--- config.mk ---
export PLATFORM = sky130hd
export DESIGN_NAME = instr_fetch_unit
export DESIGN_NICKNAME = d
export VERILOG_FILES = /design/src/rtl/instr_fetch_unit.sv
export SDC_FILE = /design/constraint.sdc
export NUM_CORES = 2
export LEC_CHECK = 0
export CAP_MARGIN = 0
export CORE_UTILIZATION = 45
export DETAILED_ROUTE_END_ITERATION = 10
export PLACE_DENSITY_LB_ADDON = 0.1
export SYNTH_ARGS = -nofsm -noshare
export SYNTH_HDL_FRONTEND = slang
export SYNTH_SLANG_ARGS = --single-unit
--- constraint.sdc ---
create_clock -name clk -period 6.53 [get_ports clk]
set_clock_uncertainty 0.1 [all_clocks]
set_input_delay 0.9795 -clock clk [delete_from_list [all_inputs] [get_ports clk]]
set_output_delay 0.9795 -clock clk [all_outputs]
set_load 0.05 [all_outputs]
--- src/rtl/instr_fetch_unit.sv ---
// Instruction fetch stage: PC register, word-addressed instruction memory with a
// program-load write port, downstream stall, PC-relative redirect and out-of-range halt.
module instr_fetch_unit #(
  parameter int unsigned IMEM_DEPTH = 64,
  parameter logic [31:0] PC_RESET   = 32'h0
) (
  input  logic                          clk,
  input  logic                          reset,
  input  logic                          stall,
  input  logic                          branch_taken,
  input  logic [31:0]                   branch_pc,
  input  logic [15:0]                   branch_imm,
  input  logic                          load_en,
  input  logic [$clog2(IMEM_DEPTH)-1:0] load_addr,
  input  logic [31:0]                   load_data,
  output logic [31:0]                   machinecode,
  output logic [31:0]                   instr_pc,
  output logic                          instr_valid,
  output logic                          halted
);

  localparam int unsigned AW       = $clog2(IMEM_DEPTH);
  localparam logic [31:0] PC_LIMIT = 32'(IMEM_DEPTH * 4);

  typedef enum logic {
    RUN  = 1'b0,
    HALT = 1'b1
  } state_t;

  state_t         state;
  logic [31:0]    pc_q;
  logic [31:0]    imem [IMEM_DEPTH];

  logic [31:0]    branch_target_c;
  logic           target_in_range_c;
  logic           fetch_in_range_c;
  logic [AW-1:0]  fetch_idx_c;

  // Branch target is relative to the instruction after the branch, offset in words.
  assign branch_target_c   = branch_pc + 32'd4 + {{14{branch_imm[15]}}, branch_imm, 2'b00};
  assign target_in_range_c = (branch_target_c < PC_LIMIT);
  assign fetch_in_range_c  = (pc_q < PC_LIMIT);
  assign fetch_idx_c       = pc_q[AW+1:2];

  // Program load port; not reset, and a same-edge fetch sees the old word.
  always_ff @(posedge clk) begin
    if (load_en) begin
      imem[load_addr] <= load_data;
    end
  end

  always_ff @(posedge clk) begin
    if (reset) begin
      state       <= RUN;
      pc_q        <= PC_RESET;
      machinecode <= 32'h0;
      instr_pc    <= 32'h0;
      instr_valid <= 1'b0;
      halted      <= 1'b0;
    end else if (branch_taken) begin
      // Redirect squashes the wrong-path word; only an in-range target leaves HALT.
      pc_q        <= branch_target_c;
      instr_valid <= 1'b0;
      if ((state == HALT) && target_in_range_c) begin
        state  <= RUN;
        halted <= 1'b0;
      end
    end else if (!stall && (state == RUN)) begin
      if (fetch_in_range_c) begin
        machinecode <= imem[fetch_idx_c];
        instr_pc    <= pc_q;
        instr_valid <= 1'b1;
        pc_q        <= pc_q + 32'd4;
      end else begin
        state       <= HALT;
        machinecode <= 32'h0;
        instr_valid <= 1'b0;
        halted      <= 1'b1;
      end
    end
  end

endmodule
==> results.md <==
- Status: finished clean
- WS Path Type: input pin to flop
- Met3 wire length: 10700 um
- Synth Cell Area: 83100 sq um
- Post-synthesis sequential area ratio: 0.765
- P_leak: 29.0 nW
- First-pass GRT wire length: 293000 um
- Nets: ~4000
- Post-cts resize count: 0
- Setup violators final: 0
- Slew headroom: 0.0814
- Yosys top cell area share: 0.740
- DP Worst Slack: 1720 ps
- Async set-or-reset flop fraction in the synthesized netlist: 0
- Met1 Wirelength: between 80000 and 90000 um
- Top layer in use: met5
- Vias per inst: around 6
- Area grow syn2layout: 14.4%
- Wire per inst: between 30 and 40 um
- Setup crit end kind: flop
- Full die area: around 190000 sq um
- Minimum clock period after layout: ~4000 ps
- H-tree depth: 4
- WL met2: ~100000 um
- Max Buffers Root-to-Sink: 3
- Final worst-path cycle share: 0.631
- Postcts setup bufs: 0
- Slew @ Worst Pin: 1380 ps
- Num CTS Buffers: 217
- Peak supply drop: 0.215 mV
- Peak Freq: 0.243 GHz
- Critical Path Start Type: input pin
- Mapped Cells: 3571
- Detailed Place HPWL: around 120000 um
- Initial antenna violation count: 23
- Post-Route Setup TNS: 0 ps
- CTS tree: done
- Routability cong.: 0.857
- Die H: ~430 um
- CP Max Fanout: 4
- EDFF count, synth: roughly 2000
- Crit path top cell by count: inv_1
- Max Cap Viol: 0
- Vias post-DR: 38300
- Pwr dens: 310 nW/um^2
- Die X-Extent: 432 um
- Worst Hold Class: flop to flop
- Req. time, crit path: 7090 ps
- I/O Pins: 157
- # fillers: 14000
- Primary FF master, synth: edfxtp_1
- DR DRC count: 0
- Crit-path max cell delay: 500 ps
- Clock transition at path regs: roughly 60 ps
- Area of the core: 183000 sq um
- Final hold violations: 0
- Hold_buf cts: 0
- GRT Resource Usage Total: 0.220
- #FFs+latches synth: 2152
- RSZ-0062 raised after global routing: false
- Grt ovf: 0
- Number of global-route vias before repair: 40600
- Layout cell share with drive strength beyond 1: 0.297
- 1st-iter DRT viols: between 3000 and 4000
- Largest net degree at the start of global routing: 122
- Library cells used by synthesis: 56
- CTS root buffer: clkbuf_16
- IO buf count: 156
- Final setup margin: 2410 ps
- Total power: ~0.03 W
- Synthesis Warnings: 0
- Leading area contributor after synthesis: edfxtp_1
- CTS Sinks: 2152
- Slowest CP cell: a31oi_1
- Syn_area_per_cell: 23.3 sq um
- WL final: between 200000 and 250000 um
- Core Rows: approximately 160
- Detailed Routing Iterations Pass 1: 5
- Clk_lat worst skew: 840 ps
- Initial Utilization: 0.454
- Slew Limit Fails: 0
- Syn Nets: 3721
- Top delay family on crit path: compound AO/OA/AOI/OAI gates
- Critical-path cell list: clkdlybuf4s50_1 -> inv_1 -> ha_1 -> inv_1 -> ha_1 -> inv_1 -> fa_1 -> nand2b_1 -> a21oi_1 -> o2111ai_1 -> a31oi_1 -> a221o_1 -> o21ai_0 -> xnor2_1 -> nor4bb_1 -> a211oi_1
- Routed Antenna Nets: 0
- Area contributors post-synth: edfxtp_1 74%, mux4_2 18%, dfxtp_1 2.5%
- Arrival time worst endpoint: approximately 4700 ps
- Buf+Inv Stages, Crit Path: 4
==> per-layer routing <==
metal,vias up,GRT usage
met3,241,0.0321
met2,1193,0.371
met4,4,0.0523
li1,15900,-
met5,-,0
met1,21000,0.302
==> report_power, final <==
group | total [W] | switching (W) | internal (W)
Combinational | 0.00224 | 0.00127 | 0.000974
Sequential | 0.0153 | 0.0000963 | 0.0152
Clock | 0.0119 | 0.00512 | 0.00680
==> layout make-up <==
cell class | count | area (sq um) | area share
Inverter | 9 | 33.8 | 0.000355
Multi-Input combinational cell | 1223 | 19200 | 0.202
Timing Repair Buffer | 262 | 2350 | 0.0247
Clock buffer | 286 | 6010 | 0.0632
Clock inverter | 115 | 820 | 0.00862
Tap cell | 2464 | 3080 | 0.0324
Sequential cell | 2152 | 63600 | 0.669
Antenna cell | 4 | 10.0 | 0.000105
==> state kept, by name, indices dropped and copies added, names as in the netlist, named ones only <==
| name | cells |
|---|---|
| instr_valid | 1 |
| machinecode | 32 |
| pc_q | 32 |
| state | 1 |
| instr_pc | 32 |
| imem | 2048 |
==> stage by stage <==
step / hold slack (ps) / utilization / cells / instance area [sq um]
final: 360 / 0.519 / 6515 / 95100
after global routing: 376 / 0.519 / 6513 / 95100
after CTS: 365 / 0.519 / 6511 / 95100
after detailed placement: 347 / 0.481 / 6110 / 88200
after global placement: 343 / 0.481 / 6110 / 88200
after floorplan: 336 / - / 3571 / 83100
==> worst reg2reg max path, cell delays in order, from the launching register on <==
cell,delay [ps]
dfxtp_4,950
buf_12,600
mux4_2,640
mux4_2,530
mux2_2,360
nand2_1,110
o21ai_1,210
a22oi_1,240
nor2_1,50
==> logic make-up (layout without fill, tap and decap cells) <==
| kind of cell | after synthesis | count (layout) | synth area share |
|---|---|---|---|
| buf+inv | 196 | 672 | 0.0105 |
| flops | 2152 | 2152 | 0.765 |
| simple gates | 295 | 295 | 0.0166 |
| mux | 699 | 699 | 0.185 |
| fa+ha+maj | 59 | 59 | 0.00897 |
| xor+xnor | 29 | 29 | 0.00305 |
| compound gates | 141 | 141 | 0.0112 |
| other cells | 0 | 4 | 0 |
==> final timing paths <==
| check | endpoint | depth (start not counted) | start | slack [ps] |
|---|---|---|---|---|
| worst max-delay path | state$_SDFFE_PP0P_ | 16 | branch_pc[2] | 2410 |
| worst min-delay path | instr_pc[9]$_SDFFE_PP0P_ | 1 | instr_pc[9]$_SDFFE_PP0P_ | 360 |
| worst max register to register | machinecode[21]$_SDFFE_PP0P_ | 8 | flop | 2570 |
| worst min register to register | instr_pc[9]$_SDFFE_PP0P_ | 1 | instr_pc[9]$_SDFFE_PP0P_ | 360 |
==> cell usage in the layout, fill, tap and decap left out, types with 44 or more instances in the layout <==
master | Yosys | final
clkinv_1 | 0 | 44
nor2_1 | 146 | 83
clkbuf_16 | 0 | 224
nor2_4 | 0 | 63
clkdlybuf4s50_1 | 0 | 122
mux4_2 | 669 | 669
dfxtp_1 | 104 | 98
ha_1 | 58 | 58
buf_4 | 16 | 94
edfxtp_1 | 2048 | 2048
==> cell usage after synthesis (14+ instances only) <==
cell,number
a21oi_1,33
a22oi_1,33
and2_1,29
buf_1,30
buf_2,38
buf_4,16
clkbuf_1,99
dfxtp_1,104
edfxtp_1,2048
ha_1,58
mux2i_1,27
mux4_2,669
nand2_1,38
nand3_1,14
nor2_1,146
o21ai_0,15
xnor2_1,16
(Power assumes the default switching activity.)
